==> config.mk <==
export PLATFORM = sky130hd
export DESIGN_NAME = instr_decode_stage_flat
export DESIGN_NICKNAME = d
export VERILOG_FILES = /design/src/rtl/instr_decode_stage_if.sv /design/src/rtl/instr_decode_stage.sv /design/src/flat_wrapper.sv
export SDC_FILE = /design/constraint.sdc
export NUM_CORES = 1
export LEC_CHECK = 0
export ABC_AREA = 0
export CORE_MARGIN = 2
export CORE_UTILIZATION = 54
export DETAILED_ROUTE_END_ITERATION = 10
export GPL_TIMING_DRIVEN = 0
export MAX_ROUTING_LAYER = met4
export PLACE_DENSITY = 0.92
export SETUP_SLACK_MARGIN = 0.3
export SLEW_MARGIN = 20
export SYNTH_ARGS = -nofsm -noshare
export SYNTH_HDL_FRONTEND = slang
export SYNTH_SLANG_ARGS = --single-unit
==> constraint.sdc <==
create_clock -name clk -period 9 [get_ports clk]
set_clock_uncertainty 0.05 [all_clocks]
set_input_delay 1.8 -clock clk [delete_from_list [all_inputs] [get_ports clk]]
set_output_delay 1.8 -clock clk [all_outputs]
set_load 0.1 [all_outputs]
==> src/rtl/instr_decode_stage_if.sv <==
// Handshake and issued-field bundle between the instruction source, the decode stage and LOAD_BLOCK.
// The source side uses master and the decode stage uses slave.
interface instr_decode_stage_if #(
   parameter int CNT_W = 16
);
   logic             instr_valid;
   logic [31:0]      instr;
   logic             instr_ready;
   logic             stall;
   logic             flush;
   logic [6:0]       OPCODE;
   logic [19:0]      INP;
   logic [4:0]       RD;
   logic [2:0]       FUNCT3;
   logic [4:0]       RS1;
   logic [4:0]       RS2;
   logic [6:0]       FUNCT7;
   logic             issue_valid;
   logic             illegal;
   logic [CNT_W-1:0] retired_cnt;
   logic [CNT_W-1:0] illegal_cnt;

   modport master (
      output instr_valid, instr, stall, flush,
      input  instr_ready, OPCODE, INP, RD, FUNCT3, RS1, RS2, FUNCT7,
             issue_valid, illegal, retired_cnt, illegal_cnt
   );

   modport slave (
      input  instr_valid, instr, stall, flush,
      output instr_ready, OPCODE, INP, RD, FUNCT3, RS1, RS2, FUNCT7,
             issue_valid, illegal, retired_cnt, illegal_cnt
   );
endinterface

==> src/rtl/instr_decode_stage.sv <==
// Decode stage: buffers incoming instructions in a small FIFO and issues at most one per cycle
// as registered fields, with OPCODE forced to NO_OPERATION whenever nothing legal is issued.
module instr_decode_stage #(
   parameter int DEPTH = 2,
   parameter int CNT_W = 16
) (
   input logic                 clk,
   input logic                 rst_n,
   instr_decode_stage_if.slave bus
);
   localparam int               PTR_W    = $clog2(DEPTH);
   localparam logic [PTR_W:0]   FULL_CNT = (PTR_W+1)'(DEPTH);
   localparam logic [PTR_W:0]   CNT_ONE  = (PTR_W+1)'(1);
   localparam logic [PTR_W-1:0] PTR_ONE  = PTR_W'(1);
   localparam logic [CNT_W-1:0] STAT_ONE = CNT_W'(1);

   localparam logic [6:0] OP_LOAD_IMM = 7'b1111111;
   localparam logic [6:0] OP_ALU      = 7'b0110011;
   localparam logic [6:0] OP_NOP      = 7'b0000000;

   logic [31:0]      r_mem [DEPTH];
   logic [PTR_W-1:0] r_wr_ptr;
   logic [PTR_W-1:0] r_rd_ptr;
   logic [PTR_W:0]   r_count;

   logic [6:0]       r_opcode;
   logic [19:0]      r_inp;
   logic [4:0]       r_rd;
   logic [2:0]       r_funct3;
   logic [4:0]       r_rs1;
   logic [4:0]       r_rs2;
   logic [6:0]       r_funct7;
   logic             r_issue_valid;
   logic             r_illegal;
   logic [CNT_W-1:0] r_retired_cnt;
   logic [CNT_W-1:0] r_illegal_cnt;

   logic        w_full;
   logic        w_empty;
   logic        w_push;
   logic        w_pop;
   logic [31:0] w_head;
   logic [6:0]  w_head_op;
   logic        w_legal;

   // Ready depends on the registered count only, so a full buffer never accepts even while popping.
   assign w_full    = (r_count == FULL_CNT);
   assign w_empty   = (r_count == '0);
   assign w_push    = bus.instr_valid && !w_full && !bus.flush;
   assign w_pop     = !bus.stall && !bus.flush && !w_empty;
   assign w_head    = r_mem[r_rd_ptr];
   assign w_head_op = w_head[6:0];
   assign w_legal   = (w_head_op == OP_LOAD_IMM) || (w_head_op == OP_ALU) || (w_head_op == OP_NOP);

   always_ff @(posedge clk) begin
      if (w_push) begin
         r_mem[r_wr_ptr] <= bus.instr;
      end
   end

   always_ff @(posedge clk or negedge rst_n) begin
      if (!rst_n) begin
         r_wr_ptr <= '0;
         r_rd_ptr <= '0;
         r_count  <= '0;
      end else if (bus.flush) begin
         r_wr_ptr <= '0;
         r_rd_ptr <= '0;
         r_count  <= '0;
      end else begin
         if (w_push) begin
            r_wr_ptr <= r_wr_ptr + PTR_ONE;
         end
         if (w_pop) begin
            r_rd_ptr <= r_rd_ptr + PTR_ONE;
         end
         case ({w_push, w_pop})
            2'b10:   r_count <= r_count + CNT_ONE;
            2'b01:   r_count <= r_count - CNT_ONE;
            default: r_count <= r_count;
         endcase
      end
   end

   // Illegal pops consume the entry but leave the operand fields of the last real issue in place.
   always_ff @(posedge clk or negedge rst_n) begin
      if (!rst_n) begin
         r_opcode      <= '0;
         r_inp         <= '0;
         r_rd          <= '0;
         r_funct3      <= '0;
         r_rs1         <= '0;
         r_rs2         <= '0;
         r_funct7      <= '0;
         r_issue_valid <= 1'b0;
         r_illegal     <= 1'b0;
         r_retired_cnt <= '0;
         r_illegal_cnt <= '0;
      end else begin
         r_opcode      <= OP_NOP;
         r_issue_valid <= 1'b0;
         r_illegal     <= 1'b0;
         if (w_pop) begin
            if (w_legal) begin
               r_opcode      <= w_head_op;
               r_inp         <= w_head[31:12];
               r_rd          <= w_head[11:7];
               r_funct3      <= w_head[14:12];
               r_rs1         <= w_head[19:15];
               r_rs2         <= w_head[24:20];
               r_funct7      <= w_head[31:25];
               r_issue_valid <= 1'b1;
               r_retired_cnt <= r_retired_cnt + STAT_ONE;
            end else begin
               r_illegal <= 1'b1;
               if (r_illegal_cnt != '1) begin
                  r_illegal_cnt <= r_illegal_cnt + STAT_ONE;
               end
            end
         end
      end
   end

   assign bus.instr_ready = !w_full;
   assign bus.OPCODE      = r_opcode;
   assign bus.INP         = r_inp;
   assign bus.RD          = r_rd;
   assign bus.FUNCT3      = r_funct3;
   assign bus.RS1         = r_rs1;
   assign bus.RS2         = r_rs2;
   assign bus.FUNCT7      = r_funct7;
   assign bus.issue_valid = r_issue_valid;
   assign bus.illegal     = r_illegal;
   assign bus.retired_cnt = r_retired_cnt;
   assign bus.illegal_cnt = r_illegal_cnt;
endmodule
==> src/flat_wrapper.sv <==
// flat-port wrapper written by rule: the top's interface ports become plain ports
module instr_decode_stage_flat 
#(
   parameter int DEPTH = 2,
   parameter int CNT_W = 16
)
  (clk, rst_n, bus_instr_valid, bus_instr, bus_stall, bus_flush, bus_instr_ready, bus_OPCODE, bus_INP, bus_RD, bus_FUNCT3, bus_RS1, bus_RS2, bus_FUNCT7, bus_issue_valid, bus_illegal, bus_retired_cnt, bus_illegal_cnt);
  instr_decode_stage_if #(.CNT_W(CNT_W)) bus_i ();
  input logic clk;
  input logic rst_n;
  input wire logic [$bits(bus_i.instr_valid)-1:0] bus_instr_valid;
  input wire logic [$bits(bus_i.instr)-1:0] bus_instr;
  input wire logic [$bits(bus_i.stall)-1:0] bus_stall;
  input wire logic [$bits(bus_i.flush)-1:0] bus_flush;
  output wire logic [$bits(bus_i.instr_ready)-1:0] bus_instr_ready;
  output wire logic [$bits(bus_i.OPCODE)-1:0] bus_OPCODE;
  output wire logic [$bits(bus_i.INP)-1:0] bus_INP;
  output wire logic [$bits(bus_i.RD)-1:0] bus_RD;
  output wire logic [$bits(bus_i.FUNCT3)-1:0] bus_FUNCT3;
  output wire logic [$bits(bus_i.RS1)-1:0] bus_RS1;
  output wire logic [$bits(bus_i.RS2)-1:0] bus_RS2;
  output wire logic [$bits(bus_i.FUNCT7)-1:0] bus_FUNCT7;
  output wire logic [$bits(bus_i.issue_valid)-1:0] bus_issue_valid;
  output wire logic [$bits(bus_i.illegal)-1:0] bus_illegal;
  output wire logic [$bits(bus_i.retired_cnt)-1:0] bus_retired_cnt;
  output wire logic [$bits(bus_i.illegal_cnt)-1:0] bus_illegal_cnt;
  assign bus_i.instr_valid = bus_instr_valid;
  assign bus_i.instr = bus_instr;
  assign bus_i.stall = bus_stall;
  assign bus_i.flush = bus_flush;
  assign bus_instr_ready = bus_i.instr_ready;
  assign bus_OPCODE = bus_i.OPCODE;
  assign bus_INP = bus_i.INP;
  assign bus_RD = bus_i.RD;
  assign bus_FUNCT3 = bus_i.FUNCT3;
  assign bus_RS1 = bus_i.RS1;
  assign bus_RS2 = bus_i.RS2;
  assign bus_FUNCT7 = bus_i.FUNCT7;
  assign bus_issue_valid = bus_i.issue_valid;
  assign bus_illegal = bus_i.illegal;
  assign bus_retired_cnt = bus_i.retired_cnt;
  assign bus_illegal_cnt = bus_i.illegal_cnt;
  instr_decode_stage #(.DEPTH(DEPTH), .CNT_W(CNT_W)) u_core (.clk(clk), .rst_n(rst_n), .bus(bus_i));
endmodule
# Word-level counts from Yosys, hierarchy flattened
# Memory sizes are Yosys's and may differ from the RTL's.
# Index checks and enable logic that the tools add are counted.
dict set report word_totals {
  ram_bits 64
  elab_cells 59
  output_inout_bits 87
  ff_bits 90
  memories 1
  inputBits 37
}
# memory words word_bits read_ports rd_ports_with_merged_regs wr line_no
set mem_list {}
lappend mem_list {u_core.r_mem 2 32 1 0 1 instr_decode_stage.sv:21} ;# logic [31:0] r_mem [DEPTH];
dict set report op_classes {
  n_bitwise 1
  n_reduce_logical 17
  n_addsub 6
  n_eq_ne 6
  muxes 14
}
# op count
set op_table {}
lappend op_table {{16-bit by 1-bit adder with 16-bit output, second input constant} 2}
lappend op_table {{16-bit != test, second input constant} 1}
lappend op_table {{7-bit two-way mux} 2}
lappend op_table {{1-bit two-way mux} 10}
lappend op_table {{7-bit by 6-bit == test with 1-bit output, second input constant} 1}
lappend op_table {{7-bit == test, second input constant} 1}
lappend op_table {{7-bit logical NOT} 1}
lappend op_table {{2-bit == test, second input constant} 2}
lappend op_table {{1-bit logical AND} 4}
lappend op_table {{1-bit logical NOT} 4}
lappend op_table {{2-bit one-hot mux with 2 select lines} 1}
lappend op_table {{2-bit nonzero test} 2}
lappend op_table {{3-bit AND reduction} 1}
lappend op_table {{3-bit nonzero test} 1}
lappend op_table {{1-bit adder, second input constant} 2}
lappend op_table {{2-bit by 1-bit adder with 2-bit output, second input constant} 1}
lappend op_table {{2-bit by 1-bit == test with 1-bit output, second input constant} 1}
lappend op_table {{2-bit logical NOT} 1}
lappend op_table {{1-bit logical OR} 2}
lappend op_table {{2-bit two-way mux} 1}
lappend op_table {{2-bit AND reduction} 1}
lappend op_table {{2-bit by 1-bit subtractor with 2-bit output, second input constant} 1}
lappend op_table {{1-bit inverter} 1}

# Longest topological paths before layout
# Gate-level depths: netlist (run 1).
dict set report depth {
  ltp_word 7
  ltp_mapped 9
  mapped_depth_nobuf 7
}

# Worst setup path before layout (run 1)
# OpenSTA, ideal clock, no wires.
dict set report synth_timing {
  kind {input -> register}
  startpoint {in bus_instr_valid}
  endpoint {mem u_core.r_mem[1][0] (enable)}
  slack_ns 4.145
  cell_stages 2
  n_path_buf 0
  required_time_ns 8.482
  arrival_ns 4.338
  setup_ns 0.468
  cell_sequence {nand2_1 nor3b_1}
}
dict set report synth_via {
  elab_chain_cells 4
}
# element line_no
set synth_lines {}
lappend synth_lines {{start, declared} flat_wrapper.sv:11} ;# input wire logic [$bits(bus_i.instr_valid)-1:0] bus_instr_valid;
lappend synth_lines {{1-bit logical AND (2 in a row)} instr_decode_stage.sv:49} ;# assign w_push = bus.instr_valid && !w_full && !bus.flush;
lappend synth_lines {{1-bit two-way mux} instr_decode_stage.sv:56} ;# if (w_push) begin
lappend synth_lines {{1-bit two-way mux (implied by the code)} instr_decode_stage.sv:57} ;# r_mem[r_wr_ptr] <= bus.instr;
lappend synth_lines {{end, declared} instr_decode_stage.sv:21}
# No other way between the ends.

# Worst setup path in the final report (run 1)
dict set report layout_timing {
  startpoint {reg u_core.r_count[0]}
  endpoint {out bus_instr_ready}
}
dict set report layout_via {
  elab_chain_cells 2
}
# element line_no
set layout_lines {}
lappend layout_lines {{start, declared} instr_decode_stage.sv:24} ;# logic [PTR_W:0] r_count;
lappend layout_lines {{start signal, assigned} instr_decode_stage.sv:78} ;# 2'b10: r_count <= r_count + CNT_ONE;
lappend layout_lines {{start signal, assigned} instr_decode_stage.sv:79} ;# 2'b01: r_count <= r_count - CNT_ONE;
lappend layout_lines {{start signal, assigned} instr_decode_stage.sv:80} ;# default: r_count <= r_count;
lappend layout_lines {{2-bit == test} instr_decode_stage.sv:47} ;# assign w_full = (r_count == FULL_CNT);
lappend layout_lines {{1-bit logical NOT} instr_decode_stage.sv:124} ;# assign bus.instr_ready = !w_full;
lappend layout_lines {{end, declared} flat_wrapper.sv:15} ;# output wire logic [$bits(bus_i.instr_ready)-1:0] bus_instr_ready;
# No other way between the ends.

==> results.yml, run 1 <==
sta:
  period_minus_slack_ns: 4.140
  fmax_mhz: 241.5
  relSlewSlack: 0.3144
  slew_violations: 0
  finalCritPeriodShare: 0.4600
  worst_pin_slew_ns: 1.025
  finalSetupTns_ns: 0
  rsz0062_at_grt: "false"
  finalSetupViolations: 0
  finalHoldViolations: 0
synthesis:
  synth_cell_types: 42
  ys_ff_latch: 134
  yosysWarnings: 0
  synth_compound_area_frac: 0.04641
  synthMuxAreaShare: 0.05696
  synth_top_cell_by_area: "edfxtp_1"
  synth_area_per_cell_sq_um: 13.72
  synth_enable_flop_cells: 64
  synth_area_leaders: "edfxtp_1 (36%), dfrtp_1 (33%), mux2i_1 (5.1%)"
  ys_top_cells_by_count: "dfrtp_1 (70), edfxtp_1 (64), nor2_1 (40)"
  synth.cell_area_sq_um: 5338
  synthArstFlopShare: 0.5224
  synth_top_family_by_area: "simple AND/OR/NAND/NOR gates"
  yosysMostFrequentCell: "dfrtp_1"
  synth_simple_gate_area_share: 0.1076
  synth_flop_cell: "dfrtp_1"
  yosys.area_share.adder: 0.004688
  synth_xor_xnor_area_share: 0.04899
  syn-num-nets: 428
  seq_area_frac_synth: 0.6882
  synthesis.instances: 389
  yosys.area.top_type_share: 0.3601
place:
  placedInstanceArea_sq_um: 6815
  hpwl_um: 8358
  dp_cells: 652
  port_buffers: 123
  place_congestion: 0.8433
detailed_routing:
  drt_pre_antenna_iters: 4
  post-route-drc-count: 0
  via_per_inst: 5.379
  num_vias: 3679
  drt_iter0_markers: 176
  drt_wl_total_um: 12550
  ant_nets: 0
  wl_per_cell_um: 18.35
pwr:
  powerDensity_nw_per_um2: 235.5
  finalPower_mw: 1.739
  irDropWorstVdd_uv: 162.4
  leakagePower_nw: 2.923
clock_tree:
  numCtsBuffers: 17
  clk_latency_ns: 0.52
  cts-root-buf: "clkbuf_8"
  post_cts_buffers: 0
  tritoncts: "yes"
  clockBufferDepth: 2
  clkSlewWorstSetupHoldPaths_ns: 0.06
  h-tree-depth: 4
  holdBufCountCts: 0
  cts.repair.resized: 0
  clock_sinks: 134
floorplanning:
  dieArea_sq_um: 10700
  num_rows: 36
  io_pins: 124
  core_area_sq_um: 9684
  die_h_um: 103.4
  start_util: 0.5512
  die_x_um: 103.4
setup_path:
  critPathCaptureType: "primary output"
  critPathArrivalTime_ns: 2.29
  reg2reg_from: "u_core.r_rd_ptr"
  critical_path_class: "flip-flop to primary output"
  cp_cell_sequence: "nand2b_1, clkdlybuf4s50_1"
  crit_required_ns: 7.15
  reg2reg_slack_ns: 6.61
  worst_path_max_delay_cell: "clkdlybuf4s50_1"
  r2r-end: "u_core.bus.FUNCT7[4]"
  max_stage_delay_ns: 1.15
  path_max_fanout: 6
  cp-start-kind: "flip-flop"
  rr_worst_depth: 9
finish:
  layout-drive-gt1-share: 0.1452
  num-fill-cells: 571
  fin_cells: 684
  n_antenna_cell: 0
  synthToLayoutAreaGrowth_pct: 38.33
  finalInstanceArea_sq_um: 7383
  layout.nets: 577
  utilization: 0.7624
job:
  drv_cap: 0
global_route:
  grt_pass1_wl_um: 19510
  antenna_found_initial: 0
  grt_pass1_vias: 3946
  track_usage: 0.2572
  grt_max_degree: 37
  overflow: 0
worst_hold_path:
  hold_end: "u_core.bus.retired_cnt[15]"
  min_from: "u_core.bus.retired_cnt[15]"
  hold_depth: 1
  hp-class: "flip-flop to flip-flop"
status:
  status: "finished clean"
==> how the worst max path moves through the flow <==
stage | start | end
CTS | u_core.r_count[0] | bus_instr_ready
finish | u_core.r_count[0] | bus_instr_ready
global route | u_core.r_count[0] | bus_instr_ready
floorplan | bus_instr_valid | u_core.r_mem[1][0]
detailed placement | bus_flush | u_core.bus.illegal_cnt[9]
global placement | bus_instr_valid | u_core.r_mem[1][12]
==> critical path: cells and delay by family (launching register included) <==
family,cells,cell delay [ns]
and+or+nand+nor,1,0.19
DFF,1,0.43
buffers and inverters,1,1.15
==> flip-flops by register name, indices dropped and copies added (netlist names), 2 cells and up <==
| signal | cells |
|---|---|
| u_core.bus.retired_cnt | 16 |
| u_core.bus.FUNCT7 | 7 |
| u_core.r_mem | 64 |
| u_core.bus.RD | 5 |
| u_core.bus.illegal_cnt | 16 |
| u_core.bus.RS2 | 4 |
| u_core.bus.RS1 | 4 |
| u_core.bus.OPCODE | 7 |
| u_core.bus.FUNCT3 | 2 |
| u_core.bus.INP | 3 |
| u_core.r_count | 2 |
==> logic make-up (layout without fill, tap and decap cells) <==
group	after synthesis	count (layout)
mux	30	30
simple gates	115	115
buf+inv	37	199
fa+ha+maj	2	2
flops	134	134
compound gates	42	42
xor+xnor	29	29
==> placed cells by master (no fill, tap or decap), drive strengths merged, types with 11 or more instances in the layout <==
master         Yosys  layout
nor2              40      40
dfrtp             70      70
a21oi             27      27
clkbuf             3      20
mux2i             27      27
buf               32      40
nand4             11      11
nand2             14      14
edfxtp            64      64
xnor2             27      27
clkdlybuf4s50      0     122
nand3             20      20
==> stage by stage <==
step	hold WS [ns]	setup WS (ns)
after global routing	0.4662	4.756
final	0.4303	4.860
after global placement	0.4112	2.471
after floorplan	0.4655	4.145
after detailed placement	0.4267	4.999
after CTS	0.4357	4.844
==> layer usage <==
metal  part of all wire  global-route usage
met5                  0                   -
met4              0.017              0.1144
met3              0.069             0.07796
met2               0.53              0.4342
met1               0.38              0.2806
==> cell type report <==
class / instances / area [sq um] / area share
inverters: 2 / 7.507 / 0.001017
multi-input cells: 218 / 1423 / 0.1927
plain buffers: 35 / 244.0 / 0.03305
clock inverters: 15 / 153.9 / 0.02084
well taps: 133 / 166.4 / 0.02254
flip-flops and latches: 134 / 3674 / 0.4975
clock buffers: 17 / 414.1 / 0.05609
repair buffers: 130 / 1301 / 0.1762
==> power by group <==
part / leakage (nW) / switching (mW) / total, mW / internal (mW)
clock network: 0.271 / 0.264 / 0.658 / 0.395
registers: 1.55 / 0.0304 / 0.709 / 0.679
logic: 1.10 / 0.273 / 0.371 / 0.0978
total: 2.92 / 0.567 / 1.74 / 1.17
No activity file was read; power rests on OpenSTA's default activity.
==> run 2, diff against run 1 <==
--- a/config.mk
+++ b/config.mk
@@ -7,11 +7,11 @@
 export LEC_CHECK = 0
 export ABC_AREA = 0
 export CORE_MARGIN = 2
-export CORE_UTILIZATION = 54
+export CORE_UTILIZATION = 50
 export DETAILED_ROUTE_END_ITERATION = 10
 export GPL_TIMING_DRIVEN = 0
 export MAX_ROUTING_LAYER = met4
-export PLACE_DENSITY = 0.92
+export PLACE_DENSITY = 0.87
 export SETUP_SLACK_MARGIN = 0.3
 export SLEW_MARGIN = 20
 export SYNTH_ARGS = -nofsm -noshare
==> constraint.sdc (replaced) <==
create_clock -name clk -period 3.85 [get_ports clk]
set_clock_uncertainty 0.05 [all_clocks]
set_input_delay 0.77 -clock clk [delete_from_list [all_inputs] [get_ports clk]]
set_output_delay 0.77 -clock clk [all_outputs]
set_load 0.1 [all_outputs]
==> results.yml, run 2 (synthesis results as in run 1) <==
setup_path:
  reg2reg_slack_ns: 1.52
  path_max_fanout: 6
  critPathArrivalTime_ns: 2.31
  critical_path_class: "flip-flop to primary output"
  cp-start-kind: "flip-flop"
  max_stage_delay_ns: 1.18
  critPathCaptureType: "primary output"
  path_buf_inv: 1
  cp_cell_sequence: "nand2b_1, clkdlybuf4s50_1"
  crit_family: "buffers and inverters"
  crit_required_ns: 3.03
  worst_path_max_delay_cell: "clkdlybuf4s50_1"
pwr:
  comb_power_share: 0.211
  leakagePower_nw: 2.934
  powerDensity_nw_per_um2: 549.7
  p_seq_frac: 0.405
  power.switching_mw: 1.331
  irDropWorstVdd_uv: 416.6
  finalPower_mw: 4.083
  p_int_mw: 2.752
  swShare: 0.3260
  power_frac_clock: 0.384
global_route:
  track_usage: 0.2186
  grt_pass1_wl_um: 18380
  grt_max_degree: 44
  grt_pass1_vias: 3751
  antenna_found_initial: 0
  overflow: 0
clock_tree:
  clkSlewWorstSetupHoldPaths_ns: 0.06
  holdBufCountCts: 0
  tritoncts: "yes"
  clk_latency_ns: 0.52
  h-tree-depth: 4
  cts.repair.resized: 0
  cts-root-buf: "clkbuf_8"
  clockBufferDepth: 2
  clock_sinks: 134
  numCtsBuffers: 17
  post_cts_buffers: 0
detailed_routing:
  via_per_inst: 5.261
  num_vias: 3604
  drt_wl_total_um: 11510
  post-route-drc-count: 0
  drt_pre_antenna_iters: 5
  wl_per_cell_um: 16.80
  ant_nets: 0
  drt_iter0_markers: 96
place:
  pre_cts_slack_ns: 0.8767
  hpwl_um: 8094
  place_congestion: 0.8512
  dp_cells: 653
  port_buffers: 123
sta:
  slew_violations: 0
  fmax_mhz: 319.7
  holdWs_ns: 0.1224
  timing.final.ws_setup_ns: 0.7223
  worst_pin_slew_ns: 1.014
  relSlewSlack: 0.3217
  finalCritPeriodShare: 0.8124
  period_minus_slack_ns: 3.128
  rsz0062_at_grt: "false"
  finalHoldViolations: 0
  finalSetupViolations: 0
floorplanning:
  core_area_sq_um: 10320
  start_util: 0.5170
  dieArea_sq_um: 11520
  die_h_um: 107.3
  io_pins: 124
  die_x_um: 107.3
  num_rows: 37
finish:
  largest-register: "u_core.r_mem"
  layout_commonest_cell: "clkdlybuf4s50_1"
  utilization: 0.7195
  largest_reg_flops: 64
  layout.nets: 575
  n_antenna_cell: 0
  layout_common_cells: "clkdlybuf4s50_1 (122), dfrtp_1 (70), edfxtp_1 (64)"
  layout-drive-gt1-share: 0.1403
  synthToLayoutAreaGrowth_pct: 39.17
  fin_cells: 685
status:
  status: "finished clean"
job:
  drv_cap: 0
worst_hold_path:
  hp-class: "input pin to async pin"
[run 2: cell count changes in the layout (fill, tap and decap cells not counted), moves of 2 or more]
cell	before	now
clkinvlp_4	4	2
inv_6	3	6
clkinv_4	2	4
clkinv_2	4	0
buf_8	0	2
buf_4	27	23
[run 2: power groups by stage]
stage | clock, mW | combinational, mW | sequential (mW)
3_5_place_dp | 0 | 0.866 | 1.68
2_1_floorplan | 0 | 0.275 | 2.02
5_1_grt | 1.66 | 0.898 | 1.66
6_report | 1.57 | 0.862 | 1.65
4_1_cts | 1.59 | 0.868 | 1.65
3_3_place_gp | 0 | 0.840 | 1.67
[run 2: worst paths after layout]
kind	startpoint	endpoint	cells after the start
max	u_core.r_count[0]	bus_instr_ready	2
min	rst_n	u_core.bus.retired_cnt[15]	1
max reg2reg	u_core.r_rd_ptr	u_core.bus.RS1[2]	8
min reg2reg	u_core.bus.retired_cnt[15]	u_core.bus.retired_cnt[15]	1
max in group asynchronous	rst_n	u_core.bus.RS2[3]	2
min in group clk	u_core.bus.retired_cnt[15]	u_core.bus.retired_cnt[15]	1
[run 2: routing by layer]
metal,track usage,up-vias,share of wire
met5,-,-,0
met4,0.08163,0,0.011
met3,0.04358,13,0.048
met2,0.3775,113,0.55
met1,0.2538,1804,0.39
li1,-,1674,-
[run 2: stage by stage]
| stage | setup TNS, ns | area [sq um] |
|---|---|---|
| 6_report | 0 | 7428 |
| 3_3_place_gp | -30.84 | 6749 |
| 4_1_cts | 0 | 7428 |
| 5_1_grt | 0 | 7428 |
| 2_1_floorplan | 0 | 5348 |
| 3_5_place_dp | 0 | 6848 |
[run 2: final cells by class]
cell class / count / area [sq um]
Clock buffer: 17 / 414.1
Clock inverter: 15 / 166.4
Multi-Input combinational cell: 218 / 1435
Fill cell: 704 / 2895
Tap cell: 136 / 170.2
Inverter: 2 / 7.507
Sequential cell: 134 / 3674
Buffer: 35 / 244.0
Timing Repair Buffer: 128 / 1318
==> run 3, diff against run 2 <==
==> constraint.sdc (replaced) <==
create_clock -name clk -period 2.9 [get_ports clk]
set_clock_uncertainty 0.05 [all_clocks]
set_input_delay 0.58 -clock clk [delete_from_list [all_inputs] [get_ports clk]]
set_output_delay 0.58 -clock clk [all_outputs]
set_load 0.1 [all_outputs]
==> results.yml, run 3 (synthesis results as in run 1) <==
finish:
  n_antenna_cell: 0
  num-fill-cells: 758
  largest-register: "u_core.r_mem"
  layout.nets: 576
  layout_common_cells: "dlygate4sd2_1 (86), dfrtp_1 (70), edfxtp_1 (64)"
  finalInstanceArea_sq_um: 7332
  utilization: 0.7102
  layout-drive-gt1-share: 0.1436
  fin_cells: 686
  synthToLayoutAreaGrowth_pct: 37.37
  largest_reg_flops: 64
  layout_commonest_cell: "dlygate4sd2_1"
floorplanning:
  dieArea_sq_um: 11520
  start_util: 0.5170
  die_x_um: 107.3
  num_rows: 37
  io_pins: 124
  die_h_um: 107.3
  core_area_sq_um: 10320
clock_tree:
  cts-root-buf: "clkbuf_8"
  clockBufferDepth: 2
  clkSlewWorstSetupHoldPaths_ns: 0.06
  clk_latency_ns: 0.52
  tritoncts: "yes"
  h-tree-depth: 4
  clock_sinks: 134
  numCtsBuffers: 17
place:
  place_congestion: 0.8678
  port_buffers: 123
  hpwl_um: 7911
  dp_cells: 653
  pre_cts_slack_ns: 0.05535
  placedInstanceArea_sq_um: 6842
global_route:
  grt_max_degree: 38
  grt_pass1_vias: 3744
  track_usage: 0.2166
  antenna_found_initial: 0
  grt_pass1_wl_um: 18340
  overflow: 0
job:
  drv_cap: 0
pwr:
  leakagePower_nw: 3.345
  irDropWorstVdd_uv: 472.6
  finalPower_mw: 5.383
  powerDensity_nw_per_um2: 734.1
worst_hold_path:
  hp-class: "flip-flop to flip-flop"
  min_from: "u_core.bus.retired_cnt[15]"
  hold_end: "u_core.bus.retired_cnt[15]"
  hold_depth: 1
sta:
  finalHoldViolations: 0
  slew_violations: 0
  timing.final.ws_setup_ns: 0.3809
  finalCritPeriodShare: 0.8686
  rsz0062_at_grt: "false"
  finalSetupViolations: 0
  worst_pin_slew_ns: 0.9871
  holdWs_ns: 0.4150
  period_minus_slack_ns: 2.519
  finalSetupTns_ns: 0
  fmax_mhz: 397.0
  relSlewSlack: 0.3446
setup_path:
  reg2reg_slack_ns: 0.55
  critical_path_class: "flip-flop to primary output"
  r2r-end: "u_core.bus.FUNCT7[0]"
  rr_worst_depth: 8
  crit_required_ns: 2.27
  critPathArrivalTime_ns: 1.89
  critPathCaptureType: "primary output"
  cp-start-kind: "flip-flop"
  reg2reg_from: "u_core.r_rd_ptr"
  path_max_fanout: 3
detailed_routing:
  post-route-drc-count: 0
  drt_pre_antenna_iters: 4
  wl_per_cell_um: 16.61
  ant_nets: 0
  drt_iter0_markers: 143
  drt_wl_total_um: 11400
  num_vias: 3585
  via_per_inst: 5.226
status:
  status: "finished clean"
## run 3: timing repair
action,4_1_cts,5_1_grt
buffers inserted,0,0
pin swaps,0,0
endpoints found under the setup margin,87,1
endpoints found under the hold margin,33,0
hold buffers,1,0
resized for setup,87,2
## run 3: how the worst max path moves through the flow
| stage | from | to | slack, ns |
|---|---|---|---|
| CTS | u_core.r_count[0] | bus_instr_ready | 0.30 |
| floorplan | u_core.r_count[0] | u_core.r_mem[1][0] | 0.37 |
| detailed placement | bus_flush | u_core.bus.illegal_cnt[4] | 0.06 |
| finish | u_core.bus.FUNCT7[4] | bus_INP[17] | 0.38 |
| global placement | rst_n | u_core.bus.RD[3] | -1.14 |
| global route | u_core.bus.FUNCT7[0] | bus_INP[13] | 0.31 |
## run 3: worst max-delay path, cell delays in order, from the launching register on
cell,delay (ns)
dfrtp_1,0.40
buf_4,0.13
dlygate4sd2_1,0.84
## run 3: final cells by class
cell class | instances | area, sq um | area share
Multi-Input combinational cell | 218 | 1438 | 0.1961
Buffer | 35 | 244.0 | 0.03328
Clock buffer | 22 | 506.7 | 0.06911
Clock inverter | 10 | 86.33 | 0.01177
Timing Repair Buffer | 129 | 1206 | 0.1645
Tap cell | 136 | 170.2 | 0.02321
Sequential cell | 134 | 3674 | 0.5010
Inverter | 2 | 7.507 | 0.001024
## run 3: report_power, final
group	switching [mW]	internal (mW)	total, mW
sequential	0.0933	2.11	2.20
clock	0.787	1.31	2.10
combinational	0.839	0.245	1.08
total	1.72	3.66	5.38
## run 3: routing by layer
layer,track usage,share of wire,vias to the layer above
met5,-,0,-
met4,0.07143,0.0097,0
met3,0.04782,0.048,11
met2,0.3644,0.53,122
met1,0.2615,0.41,1771
li1,-,-,1681
==> edit 1: new RTL, config.mk and constraints of run 2 <==
`DEPTH` is set to 2 in 2 places; all go to 8.
--- a/src/rtl/instr_decode_stage.sv
+++ b/src/rtl/instr_decode_stage.sv
@@ -3,3 +3,3 @@
 module instr_decode_stage #(
-   parameter int DEPTH = 2,
+   parameter int DEPTH = 8,
    parameter int CNT_W = 16
--- a/src/flat_wrapper.sv
+++ b/src/flat_wrapper.sv
@@ -3,3 +3,3 @@
 #(
-   parameter int DEPTH = 2,
+   parameter int DEPTH = 8,
    parameter int CNT_W = 16
Formal check against the unedited RTL: not equivalent (a bounded check fails within 4 cycles, from zero or initial values and one cycle with rst_n low).
==> edit 1 against run 2 <==
  * The flow now finishes with violations (design-rule violations)
  * Critical endpoint is now u_core.bus.INP[7]
  * Routed wire length rose to 2.5 times the old value
  * Worst setup slack worse by 0.20 ns
  * Sequential cell count grew 198
  * Synthesized area is 150% higher
  * Hold slack better by 0.064 ns
  * Global-route usage shrank 0.17 points
  * Die area is 140% higher
  * Power rose to 2.9 times the old value
  * Cell area increased by 120%
==> edit 1: results (changes against run 2) <==
* Status: finished with violations (was finished clean)
* Failing checks: design-rule violations
* Starting DRC count in detailed routing at 662 (was 96)
* Critical-path top delay cell: a21oi_4 (was clkdlybuf4s50_1)
* Post-synth EDFFs at 256 (was 64)
* Total GRT Usage at 21.7% (was 21.9%)
* Placed Instances at 1,160 (was 653)
* Detailed Route WL at 28,800 um (was 11,500 um)
* First-pass GRT wire length at 44,300 um (was 18,400 um)
* Nets at 904 (was 575)
* CP Max Fanout at 10 (was 6)
* DP HPWL at 17,900 um (was 8090 um)
* CP arrival at 3.67 ns (was 2.31 ns)
* Max Root-Sink Buffers at 3 (was 2)
* Fill count at 1,761 (was 704)
* Routed vias/inst at 5.86 (was 5.26)
* Area post-placement at 0.0153 mm^2 (was 0.00685 mm^2)
* Drt drc at 15 (was 0)
* Slew at the pin closest to its max-slew limit at 1.02 ns (was 1.01 ns)
* Max reg flops at 256 (was 64)
* GPL Wtd Cong at 0.819 (was 0.851)
* Root buf cell: clkbuf_16 (was clkbuf_8)
* Ys flop type: edfxtp_1 (was dfrtp_1)
* Via count at 7,165 (was 3,604)
* Avg Inst Size Synth at 19.3 um^2 (was 13.7 um^2)
* Synth cell types at 48 (was 42)
* Synth top cells by count: edfxtp_1 (256), dfrtp_1 (76), mux4_2 (63) (was dfrtp_1 (70), edfxtp_1 (64), nor2_1 (40))
* Total CTS buffers at 34 (was 17)
* Drt first pass iters at 8 (was 5)
* Synth area leaders: edfxtp_1 (58%), dfrtp_1 (14%), mux4_2 (11%), mux2_2 (2.7%), xnor2_1 (1.2%) (was edfxtp_1 (36%), dfrtp_1 (33%), mux2i_1 (5.1%), xnor2_1 (4.3%), buf_4 (3.1%))
* Largest net degree at the start of global routing at 40 (was 44)
* Worst vdd ir at 0.869 mV (was 0.417 mV)
* H-Tree Depth at 2 (was 4)
* Syn nets at 732 (was 428)
* Async SR Flop Fraction at 22.9% (was 52.2%)
* Initial antenna violation count at 1 (was 0)
* Post-synthesis sequential area ratio at 72.0% (was 68.8%)
* Pleak at 5.69 nW (was 2.93 nW)
edit 1: cell types whose count changed in the layout (fill, tap and decap cells not counted), moves of 14 or more:
cell,change
nor2_1,-29
clkbuf_1,+18
mux2i_1,-19
mux4_2,+63
clkbuf_16,+19
mux2_2,+29
a21oi_1,-23
edfxtp_1,+192
xor2_1,+14
edit 1: final timing paths:
kind                                                 start                    endpoint  slack (ns)  cells past startpoint
worst max-delay path                    u_core.r_rd_ptr[1]           u_core.bus.INP[7]        0.52                      8
worst min-delay path                                 rst_n   u_core.bus.illegal_cnt[0]        0.19                      1
worst max register to register          u_core.r_rd_ptr[1]           u_core.bus.INP[7]        0.52                      8
worst min register to register  u_core.bus.retired_cnt[15]  u_core.bus.retired_cnt[15]        0.42                      1
max in group asynchronous                            rst_n           u_core.bus.RS2[0]        2.96                      2
min in group clk                u_core.bus.retired_cnt[15]  u_core.bus.retired_cnt[15]        0.42                      1
edit 1: layout make-up:
cell class / instances / area, um^2 / area share, %
antenna: 1 / 2.50 / 0.0153
clock buffer: 47 / 931 / 5.68
buffer: 50 / 325 / 1.98
inverter: 5 / 18.8 / 0.114
tap: 335 / 419 / 2.56
timing repair buffer: 136 / 1520 / 9.26
clock inverter: 14 / 136 / 0.832
sequential: 332 / 9590 / 58.5
multi-input combinational: 302 / 3450 / 21.1
edit 1: through the flow:
stage	utilization [%]	worst slack, ns
2_1_floorplan	-	0.428
3_3_place_gp	57.4	-1.05
3_5_place_dp	58.7	0.392
4_1_cts	62.7	0.508
5_1_grt	62.7	0.339
6_report	62.7	0.521
edit 1: cell families after synthesis:
group                      Yosys count  synth area share (%)
DFF                                332                  72.0
muxes                              126                  16.3
and+or+nand+nor                    106                  4.29
buffers and inverters               55                  2.57
xor gates and xnor gates            35                  2.30
AOI/OAI and AO/OA                   29                  1.95
adders and majority gates            6                 0.564
edit 1: timing repair:
action,4_1_cts,5_1_grt
gates resized for setup,1,0
endpoints found under the setup margin,1,0
endpoints found under the hold margin,0,0
edit 1: power breakdown:
part	leakage [nW]	total (mW)	switching [mW]	internal [mW]
Clock	0.520	3.17	1.33	1.84
Combinational	1.85	4.14	2.83	1.31
Sequential	3.32	4.35	0.222	4.13
edit 1: layer usage:
metal | GRT usage, % | part of all wire (%) | wire, um
met1 | 27.5 | 39 | 11300
met2 | 35.7 | 50 | 14400
met5 | - | 0 | 0
met3 | 4.11 | 8.1 | 2340
met4 | 7.26 | 2.7 | 786
==> edit 2: new RTL, settings of run 2 <==
Made on the original files. Make the reset (`rst_n`) synchronous in 2 clocked blocks.
--- a/src/rtl/instr_decode_stage.sv
+++ b/src/rtl/instr_decode_stage.sv
@@ -60,3 +60,3 @@
 
-   always_ff @(posedge clk or negedge rst_n) begin
+   always_ff @(posedge clk) begin
       if (!rst_n) begin
@@ -85,3 +85,3 @@
    // Illegal pops consume the entry but leave the operand fields of the last real issue in place.
-   always_ff @(posedge clk or negedge rst_n) begin
+   always_ff @(posedge clk) begin
       if (!rst_n) begin
Behaviour: differs if rst_n is asserted again (counterexample within 4 cycles, from zero or initial values and one cycle with rst_n low); with rst_n held inactive, the same outputs for 4 cycles.
==> edit 2 against run 2 <==
  * Worst setup slack improved by 0.095 ns
  * Routed wire length grew 13%
  * Sequential cell count up 1
  * Synthesized area increased by 1.1%
  * Maximum frequency increased by 3.1%
  * Cell area increased by 0.52%
  * Register-to-register slack worse by 0.47 ns
  * Critical endpoint unchanged
  * Highest routed layer unchanged
Power is not compared: it rests on default switching activity, and its combinational part moved more than twofold at a synthesized area within 25%.
==> edit 2: results (changes against run 2) <==
* Worst skew pair latency at 0.53 ns
* Ys flop type: dfxtp_1 (was dfrtp_1)
* M1 WL at 5160 um (was 4490 um)
* Max layer used: met4 (unchanged)
* Pleak at 2.44 nW
* Largest net degree at the start of global routing at 28 (was 44)
* Final Non-Filler Cells at 739 (was 685)
* First-pass GRT wire length at 20,700 um (was 18,400 um)
* Status: finished clean (unchanged)
* Total GRT Usage at 24.1% (was 21.9%)
* Critical-path top delay cell: clkdlybuf4s50_1 (unchanged)
* Synth area leaders: edfxtp_1 (36%), dfxtp_1 (26%), mux2i_1 (4.6%), a211oi_1 (3.5%), buf_4 (3.1%) (was edfxtp_1 (36%), dfrtp_1 (33%), mux2i_1 (5.1%), xnor2_1 (4.3%), buf_4 (3.1%))
* Async SR Flop Fraction at 0% (was 52.2%)
* Routed vias/inst at 5.71 (was 5.26)
* Placed Instances at 707 (was 653)
* Met2 routed WL at 6880 um (was 6340 um)
* GR Util met3 at 6.78% (was 4.36%)
* Layout cells sized above 1 at 12.9% (was 14.0%)
* Post-synth EDFFs at 64 (unchanged)
* GPL Wtd Cong at 0.824 (was 0.851)
* Max Clk Rate at 0.330 GHz (was 0.320 GHz)
* Vias in the first global route at 4,297 (was 3,751)
* Root buf cell: clkbuf_8 (unchanged)
* Post-synthesis sequential area ratio at 61.9% (was 68.8%)
* Mapped Cells at 446 (was 389)
* Ys Warns at 0 (unchanged)
* Worst vdd ir at 0.292 mV
* Synth Area in Compound Gates at 13.2% (was 4.64%)
* Input/output buffers at 123 (unchanged)
* H-Tree Depth at 4 (unchanged)
* Adder-cell share of the synthesized area at 0.695% (was 0.469%)
* Synth top cells by count: dfxtp_1 (71), edfxtp_1 (64), nor2_1 (41) (was dfrtp_1 (70), edfxtp_1 (64), nor2_1 (40))
* Min-delay worst type: flop to flop (was input port to asynchronous set/reset pin)
* Synth cell types at 49 (was 42)
* Max incr delay on CP at 1.14 ns (was 1.18 ns)
* Detailed Route WL at 13,100 um (was 11,500 um)
* Xor/xnor share of the synthesized area at 1.46% (was 4.90%)
* CP Max Fanout at 4 (was 6)
* Syn nets at 486 (was 428)
* Reg clk slew, reported paths at 0.06 ns (about the same)
* Mux contribution to synthesized area at 4.63% (was 5.70%)
* Met3 Wirelength at 794 um (was 556 um)
* Nets at 630 (was 575)
* Max reg flops at 64 (unchanged)
* DP HPWL at 9200 um (was 8090 um)
* Met2 Resource Use GR at 41.4% (was 37.7%)
* Met1 usage at 26.9% (was 25.4%)
* CP arrival at 2.21 ns (was 2.31 ns)
* Starting DRC count in detailed routing at 213 (was 96)
* Relative slew slack at 31.4% (was 32.2%)
==> edit 2: cell count changes after synthesis, moves of 15 or more <==
cell,delta
dfxtp_1,+71
dfrtp_1,-70
xnor2_1,-21
a211oi_1,+24
o31ai_1,+16
or4_1,+15
==> edit 2: where the power goes <==
part	internal, mW	switching (mW)	leakage [nW]
registers	1.53	0.00833	1.16
clock network	1.00	0.645	0.288
logic	0.0531	0.0609	0.998
==> edit 2: critical path, delay by kind of cell, from the launching register on <==
| kind | cells | cell delay (ns) |
|---|---|---|
| and+or+nand+nor | 1 | 0.15 |
| DFF | 1 | 0.40 |
| buffers and inverters | 1 | 1.14 |
==> edit 2: layout make-up <==
cell class / instances / area, um^2
buffer: 41 / 250
sequential: 135 / 3340
clock buffer: 17 / 414
inverter: 5 / 18.8
multi-input combinational: 265 / 1800
tap: 136 / 170
clock inverter: 15 / 190
timing repair buffer: 125 / 1280
fill: 715 / 2950
==> edit 2: stage by stage <==
step	TNS (ns)	hold slack (ns)	instance area (um^2)	setup WS, ns
2_1_floorplan	0	0.422	5400	0.490
3_3_place_gp	-14.49	0.429	6800	-0.230
3_5_place_dp	0	0.450	6860	0.596
4_1_cts	0	0.460	7470	0.788
5_1_grt	0	0.478	7470	0.753
6_report	0	0.457	7470	0.817
==> edit 2: final timing paths <==
path                        startpoint                         end  slack (ns)  cells after the start
max                  u_core.r_count[0]             bus_instr_ready        0.82                      2
min                  u_core.r_count[1]           u_core.r_count[1]        0.46                      2
max reg2reg  u_core.bus.illegal_cnt[0]  u_core.bus.illegal_cnt[12]        1.05                      9
min reg2reg          u_core.r_count[1]           u_core.r_count[1]        0.46                      2
